==> src/rtl/run_arbiter.sv <==
// run_arbiter: round-robin sharing of one run-handshake compute core among
// N requesters. One operation is outstanding at a time. The winner's operand
// is registered and held for the whole transaction. A one-cycle run request is
// issued to the core, then the core's busy rise and fall are tracked. The
// result is captured and returned to the owner together with a one-cycle done
// pulse.
//
// Handshake summary: o_run_req is a single-cycle pulse, and the core accepts
// o_run_input_a_0 in that cycle. The core then raises i_run_busy while it is
// working and drops it once i_run_return is valid. A core that never raises
// busy within START_WAIT cycles is treated as zero-latency, and i_run_return
// is taken as the result. o_done[k] is a one-cycle pulse to owner k, and
// o_result is valid in the same cycle. Requesters hold i_req until done, but
// i_req is sampled only while idle.
module run_arbiter #(
    parameter int N          = 4,
    parameter int W          = 32,
    parameter int START_WAIT = 8
) (
    input  logic           clock,
    input  logic           reset,
    input  logic           ce,
    input  logic [N-1:0]   i_req,
    input  logic [N*W-1:0] i_operand,
    output logic [N-1:0]   o_grant,
    output logic [N-1:0]   o_done,
    output logic [W-1:0]   o_result,
    output logic           o_busy,
    output logic           o_run_req,
    output logic [W-1:0]   o_run_input_a_0,
    input  logic           i_run_busy,
    input  logic [W-1:0]   i_run_return
);

    localparam int PW = (N > 1) ? $clog2(N) : 1;
    localparam int CW = $clog2(START_WAIT + 1);

    typedef enum logic [2:0] {
        IDLE      = 3'd0,
        ISSUE     = 3'd1,
        WAIT_BUSY = 3'd2,
        WAIT_DONE = 3'd3,
        RESPOND   = 3'd4
    } state_t;

    state_t          state_q, state_d;
    logic [PW-1:0]   ptr_q, ptr_d;
    logic [PW-1:0]   own_q, own_d;
    logic [CW-1:0]   cnt_q, cnt_d;
    logic [N-1:0]    grant_q, grant_d;
    logic [N-1:0]    done_q, done_d;
    logic [W-1:0]    result_q, result_d;
    logic            run_req_q, run_req_d;
    logic [W-1:0]    operand_q, operand_d;

    logic            pick_valid;
    logic [PW-1:0]   pick_idx;
    logic [PW-1:0]   cand;

    // Round-robin search: first requester at or above the pointer, wrapping.
    always_comb begin
        pick_valid = 1'b0;
        pick_idx   = '0;
        cand       = '0;
        for (int i = 0; i < N; i++) begin
            cand = PW'((int'(ptr_q) + i) % N);
            if (!pick_valid && i_req[cand]) begin
                pick_valid = 1'b1;
                pick_idx   = cand;
            end
        end
    end

    // Next-state and registered-output logic for the transaction sequence.
    always_comb begin
        state_d   = state_q;
        ptr_d     = ptr_q;
        own_d     = own_q;
        cnt_d     = cnt_q;
        grant_d   = grant_q;
        done_d    = '0;
        result_d  = result_q;
        run_req_d = 1'b0;
        operand_d = operand_q;
        case (state_q)
            IDLE: begin
                if (pick_valid) begin
                    own_d     = pick_idx;
                    grant_d   = N'(1) << pick_idx;
                    operand_d = i_operand[pick_idx*W +: W];
                    run_req_d = 1'b1;
                    state_d   = ISSUE;
                end
            end
            ISSUE: begin
                cnt_d   = '0;
                state_d = WAIT_BUSY;
            end
            WAIT_BUSY: begin
                if (i_run_busy) begin
                    state_d = WAIT_DONE;
                end else begin
                    cnt_d = cnt_q + 1'b1;
                    // Core never acknowledged: treat it as zero-latency.
                    if (cnt_q + 1'b1 == CW'(START_WAIT)) begin
                        result_d = i_run_return;
                        done_d   = grant_q;
                        state_d  = RESPOND;
                    end
                end
            end
            WAIT_DONE: begin
                if (!i_run_busy) begin
                    result_d = i_run_return;
                    done_d   = grant_q;
                    state_d  = RESPOND;
                end
            end
            RESPOND: begin
                ptr_d   = (own_q == PW'(N - 1)) ? '0 : own_q + 1'b1;
                grant_d = '0;
                state_d = IDLE;
            end
            default: begin
                grant_d = '0;
                state_d = IDLE;
            end
        endcase
    end

    // State and datapath registers; reset wins over the clock enable.
    always_ff @(posedge clock) begin
        if (reset) begin
            state_q   <= IDLE;
            ptr_q     <= '0;
            own_q     <= '0;
            cnt_q     <= '0;
            grant_q   <= '0;
            done_q    <= '0;
            result_q  <= '0;
            run_req_q <= 1'b0;
            operand_q <= '0;
        end else if (ce) begin
            state_q   <= state_d;
            ptr_q     <= ptr_d;
            own_q     <= own_d;
            cnt_q     <= cnt_d;
            grant_q   <= grant_d;
            done_q    <= done_d;
            result_q  <= result_d;
            run_req_q <= run_req_d;
            operand_q <= operand_d;
        end
    end

    assign o_grant         = grant_q;
    assign o_done          = done_q;
    assign o_result        = result_q;
    assign o_busy          = (state_q != IDLE);
    assign o_run_req       = run_req_q;
    assign o_run_input_a_0 = operand_q;

endmodule

==> config.mk <==
export PLATFORM = sky130hd
export DESIGN_NAME = run_arbiter
export DESIGN_NICKNAME = d
export VERILOG_FILES = /design/src/rtl/run_arbiter.sv
export SDC_FILE = /design/constraint.sdc
export NUM_CORES = 1
export LEC_CHECK = 0
export BUFFER_PORTS_ARGS = -buffer_cell sky130_fd_sc_hd__clkbuf_2
export CAP_MARGIN = 25
export CORE_ASPECT_RATIO = 0.6
export CORE_MARGIN = 2
export CORE_UTILIZATION = 40
export CTS_CLUSTER_SIZE = 12
export DETAILED_ROUTE_END_ITERATION = 16
export HOLD_SLACK_MARGIN = 0.15
export PLACE_DENSITY = 0.8
export SLEW_MARGIN = 30
export SYNTH_ARGS = -nofsm -noshare
export SYNTH_HDL_FRONTEND = slang
export SYNTH_SLANG_ARGS = --single-unit
==> constraint.sdc <==
create_clock -name clock -period 3.8 [get_ports clock]
set_input_delay 0.57 -clock clock [delete_from_list [all_inputs] [get_ports clock]]
set_output_delay 0.57 -clock clock [all_outputs]
set_load 0.005 [all_outputs]
# Word level (Yosys, flattened, before mapping)
# Cells that the tools add are included.
# Widths: inputs -> output; s select.
classes:
  n_addsub: 5
  n_lt_le_gt_ge: 4
  n_eq_ne: 11
  shift: 2
  mux: 36
  bitwise: 1
  reduce_logical: 17
ops:
  columns: ["cell", "n"]
  rows:
  - ["$shiftx 128x8->32", 1]
  - ["$mux 32", 3]
  - ["$pmux 32 s2", 1]
  - ["$pmux 4 s2", 3]
  - ["$mux 4", 5]
  - ["$lt 2x3->1 const B", 4]
  - ["$mux 3", 4]
  - ["$pmux 3 s4", 1]
  - ["$mux 1", 10]
  - ["$mux 2", 5]
  - ["$reduce_and 3->1", 3]
  - ["$bmux 1 s2", 4]
  - ["$ne 2x2->1 const B", 4]
  - ["$eq 3x2->1 const B", 2]
  - ["$reduce_and 5->1", 1]
  - ["$add 2x1->2 const B", 2]
  - ["$add 2x2->2 const B", 2]
  - ["$add 4x1->4 const B", 1]
  - ["$eq 4x4->1 const B", 1]
  - ["$reduce_and 4->1", 1]
  - ["$reduce_bool 2->1", 2]
  - ["$shl 1x2->4 const A", 1]
  - ["$eq 3x1->1 const B", 1]
  - ["$eq 3x3->1 const B", 1]
  - ["9 further kinds", 13]
word_totals:
  ff_bits: 84
  out_inout_bits: 74
  wordCells: 85

# Logic depth before layout (Yosys ltp)
depth:
  depth_word: 15
  mapped_depth: 8

# Worst setup path after synthesis
# Ideal clock, no wire load.
synth_timing:
  kind: "in2reg"
  from: "input port i_req[1]"
  to: "register operand_q[23], in the netlist o_run_input_a_0[23]"
  setup_time_ps: 130
  arrival_ps: 1827
  slack_ps: 1843
  stages: 8
  n_path_buf: 3
  cell_sequence: "buf_2 nor4_2 nor4_2 buf_2 buf_2 o21ai_0 o21bai_1 o31ai_1"
synth_between:
  elab_chain_cells: 13
  word_cells_on_any_way: 24
  cone_classes: "shift (1); mux (16); reduce/logical (7)"
synth_lines:
  columns: ["element", "line", "rtl"]
  rows:
  - ["start, declared", "23", "input logic [N-1:0] i_req,"]
  - ["$bmux 1 s2", "67", "if (!pick_valid && i_req[cand]) begin"]
  - ["$mux 1 (implied by the code)", "67", null]
  - ["$mux 1", "67", null]
  - ["$logic_not 1->1", "67", null]
  - ["$logic_and 1x1->1", "67", null]
  - ["$mux 1", "67", null]
  - ["$logic_not 1->1", "67", null]
  - ["$logic_and 1x1->1", "67", null]
  - ["$mux 1", "67", null]
  - ["$logic_not 1->1", "67", null]
  - ["$logic_and 1x1->1", "67", null]
  - ["$mux 2 or $mux 1 (tied branches)", "67", null]
  - ["$shiftx 128x8->32 or $reduce_and 3->1 (tied branches)", null, null]
  - ["end signal, assigned", "152", "operand_q <= operand_d;"]
  - ["end, declared", "54", "logic [W-1:0] operand_q, operand_d;"]
# Parallel ways exist; a longest one is shown, timed or not. The select of a mux whose other input is x is not followed.
# A chain may end at the register's enable or synchronous reset.

# Worst setup path in the final report
layout_timing:
  from: "input port i_req[0]"
  to: "register grant_q[2], in the netlist o_grant[2]"
layout_between:
  elab_chain_cells: 15
  word_cells_on_any_way: 27
  cone_classes: "eq/ne (1); shift (1); mux (18); reduce/logical (7)"
layout_lines:
  columns: ["element", "line", "rtl"]
  rows:
  - ["$bmux 1 s2", "67", null]
  - ["$mux 1 (implied by the code)", "67", null]
  - ["$mux 1", "67", null]
  - ["$logic_not 1->1", "67", null]
  - ["$logic_and 1x1->1", "67", null]
  - ["$mux 1", "67", null]
  - ["$logic_not 1->1", "67", null]
  - ["$logic_and 1x1->1", "67", null]
  - ["$mux 1", "67", null]
  - ["$logic_not 1->1", "67", null]
  - ["$logic_and 1x1->1", "67", null]
  - ["$mux 2", "67", null]
  - ["$shl 1x2->4", "89", "grant_d = N'(1) << pick_idx;"]
  - ["$mux 4", "87", "if (pick_valid) begin"]
  - ["$pmux 4 s2", "85", "case (state_q)"]
  - ["end signal, assigned", "148", "grant_q <= grant_d;"]
  - ["end, declared", "50", "logic [N-1:0] grant_q, grant_d;"]
# Parallel ways exist; a longest one is shown, timed or not. The select of a mux whose other input is x is not followed.

==> metrics.md <==
| Metric | Value |
|---|---|
| GP Congestion | `between 0.8 and 0.9` |
| Total Routing Usage GR | `0.2218` |
| Clock root buffer | `clkbuf_16` |
| Chip Width | `139.2 um` |
| Largest net degree at the start of global routing | `53` |
| CTS Buffer Depth | `2` |
| Die area | `~12000 um^2` |
| Grt ovf | `0` |
| Syn Std Cell Area | `4387 um^2` |
| PortBufs | `about 240` |
| Count of cell types in the netlist | `46` |
| Max Clock Skew | `0.007422 ns` |
| I/O pins | `around 240` |
| Power Density | `a little over 400 nW/um^2` |
| Post-synth EDFFs | `0` |
| Worst r2r path cells | `6` |
| CTS resizes | `0` |
| Flop-to-flop setup slack | `1.64 ns` |
| Pint | `between 1.5 and 2 mW` |
| Vias in the first global route | `about 4300` |
| Hold Crit Class | `reg -> reg` |
| Worst vdd ir | `0.2541 mV` |
| CP required | `around 4.0 ns` |
| Area grow syn2layout | `37.19%` |
| Synth area leaders | `dfxtp_1 (38%), nand2_1 (11%), mux2i_1 (7.8%)` |
| Setup TNS | `0 ns` |
| CTS tree | `done` |
| Fillers | `between 1000 and 1500` |
| Post-synth top area cell | `dfxtp_1` |
| Final Cycle Share | `0.5861` |
| Max-slew violation count | `0` |
| Hold Vio Cnt, Final | `0` |
| Post-synthesis sequential area ratio | `0.3833` |
| Post-synth top area share | `0.3833` |
| Drt total wl | `between 10000 and 15000 um` |
| Pre-antenna DRT Iters | `4` |
| Setup repair after global routing missed its margin | `no` |
| Cell count after placement | `~900` |
| Hold path startpoint | `o_result[15]` |
| Drt wl/cell | `approximately 15 um` |
| Crit Path Max Fanout | `16` |
| Final net count | `approximately 930` |
| ANT cells | `0` |
| Post-synthesis net count | `just over 700` |
| First-pass GRT wire length | `approximately 21000 um` |
| CTS Hold Bufs | `0` |
| Combinational group share of total power | `0.171` |
| Leakage | `around 2.7 nW` |
| Reg2Reg Capture Point | `o_run_input_a_0[3]` |
| Layout cells sized above 1 | `0.3621` |
| Min cycle time layout | `about 2.2 ns` |
| End of the worst hold path | `o_result[15]` |
| Die height | `85.12 um` |
| Final cell count without fillers | `about 900` |
| Reg-to-Reg Start | `state_q[2]` |
| DRC Markers | `0` |
| Initial antenna violation count | `0` |
| Number of buffers created by CTS | `9` |
| DP HPWL | `between 10000 and 15000 um` |
| Critical path arrival | `between 2 and 2.5 ns` |
| Worst hold stages | `2` |
| Relative slew slack | `0.5160` |
| Syn. warnings | `0` |
| Initial Util | `0.4126` |
| Mapped Cells | `about 540` |
| Initial DRC Count | `352` |
| Switching Fraction | `0.2378` |
| Reg power frac | `0.392` |
| Row count | `29` |
| CORE AREA | `10630 um^2` |
| Clk_lat worst skew | `~0.33 ns` |
| Worst setup SP type | `input port` |
| Num Clock Sinks | `84` |
| H-tree Lvls | `3` |
| Ys async rst share | `0` |
| Final setup viols | `0` |
| Maxcap violations | `0` |
| #FFs+latches synth | `84` |
| Clk slew on worst S/H paths | `approximately 0.06 ns` |
| Worst Tran Pin Value | `~0.73 ns` |
| Post-route ant nets | `0` |
| Part of the power in the clock network | `0.437` |
| Total number of vias | `between 4000 and 5000` |
| Fmax | `449.0 MHz` |
| Avg Vias per Cell | `around 5.1` |
| Sw power | `around 590 uW` |
| Post-CTS setup buffer count | `0` |
| Synth Flop Type | `dfxtp_1` |
| Synthesized area per cell | `about 8.1 um^2` |
| CP endpoint kind | `register` |
| Setup CP Type | `in -> reg` |
| Status | `finished, final reports clean` |
==> synth_stat cells, types with 4 or more instances <==
cell,n
o21ai_0,8
mux2i_1,34
o21bai_1,7
clkbuf_1,24
nor2b_1,9
o21ai_1,34
nor2_1,23
nand2_1,130
inv_1,4
buf_6,4
dfxtp_1,84
buf_4,4
buf_2,13
a21oi_1,51
o21a_1,29
a221o_1,30
nand3_1,7
nor3_1,5
==> critical path, cell delays in order <==
cell and delay [ns]:
clkbuf_2 0.19, nor4_2 0.53, or4_1 0.58, buf_4 0.30
a21oi_1 0.06, a21oi_1 0.13, nor2_1 0.05
==> per-stage QoR <==
stage               power (mW)  setup WS [ns]    util  instance area [um^2]  hold slack [ns]
global route             2.572          1.378  0.5661                  6018           0.4505
floorplan                1.218          1.843       -                  4387           0.4400
global placement         1.397          1.264  0.5300                  5634           0.4423
detailed placement       1.404          1.191  0.5300                  5634           0.4454
finish                   2.468          1.573  0.5661                  6018           0.4520
CTS                      2.490          1.543  0.5650                  6007           0.4432
==> cells in the final DEF (no fill, tap or decap), types with 9 or more instances in the layout <==
master / count
clkbuf_2: 241
nand2_1: 130
dfxtp_1: 84
a21oi_1: 51
mux2i_1: 34
o21ai_1: 34
a221o_1: 30
o21a_1: 29
nor2_1: 23
nor2b_1: 9
clkbuf_16: 9
==> worst max-delay path by stage <==
stage / startpoint / end / slack (ns) / cells past startpoint
after global placement: i_req[0] / o_grant[2] / 1.26 / 7
after global routing: i_req[0] / o_grant[2] / 1.38 / 7
after floorplan: i_req[1] / o_run_input_a_0[23] / 1.84 / 8
final: i_req[0] / o_grant[2] / 1.57 / 7
after CTS: i_req[0] / o_grant[2] / 1.54 / 7
after detailed placement: i_req[0] / o_grant[2] / 1.19 / 7
==> flip-flops by register name, indices dropped and copies added, names as in the netlist <==
signal / flops
o_grant: 4
ptr_q: 2
cnt_q: 4
own_q: 2
state_q: 3
o_result: 32
o_run_input_a_0: 32
o_run_req: 1
o_done: 4
==> routing by layer <==
layer / track usage / part of all wire / wire, um / up-vias
li1: - / - / - / 2360
met4: 0.06979 / 0.015 / 199 / 0
met1: 0.3024 / 0.47 / 6352 / 2141
met3: 0.05192 / 0.052 / 693 / 19
met2: 0.3520 / 0.46 / 6190 / 119
met5: 0 / 0 / 0 / -
==> cells by family after synthesis <==
family	count (synthesis)	share of synthesized area
muxes	34	0.07758
buffers and inverters	49	0.05590
DFF	84	0.3833
adders and majority gates	3	0.008558
and+or+nand+nor	194	0.1951
AOI/OAI and AO/OA	180	0.2795
==> power groups by stage <==
stage                     logic, mW  registers, mW  clock network, mW
after detailed placement      0.418          0.986                  0
after floorplan               0.236          0.981                  0
after global placement        0.413          0.984                  0
after global routing          0.466          0.973               1.13
after CTS                     0.420          0.967               1.10
final                         0.423          0.967               1.08
==> cell type report <==
cell class	instances	area [um^2]	area share
clock buffers	11	252.7	0.04200
clock inverters	4	120.1	0.01996
inverters	4	15.01	0.002495
multi-input cells	411	2477	0.4116
flip-flops and latches	84	1682	0.2794
well taps	139	173.9	0.02890
repair buffers	251	1297	0.2156
(Power assumes the default switching activity.)
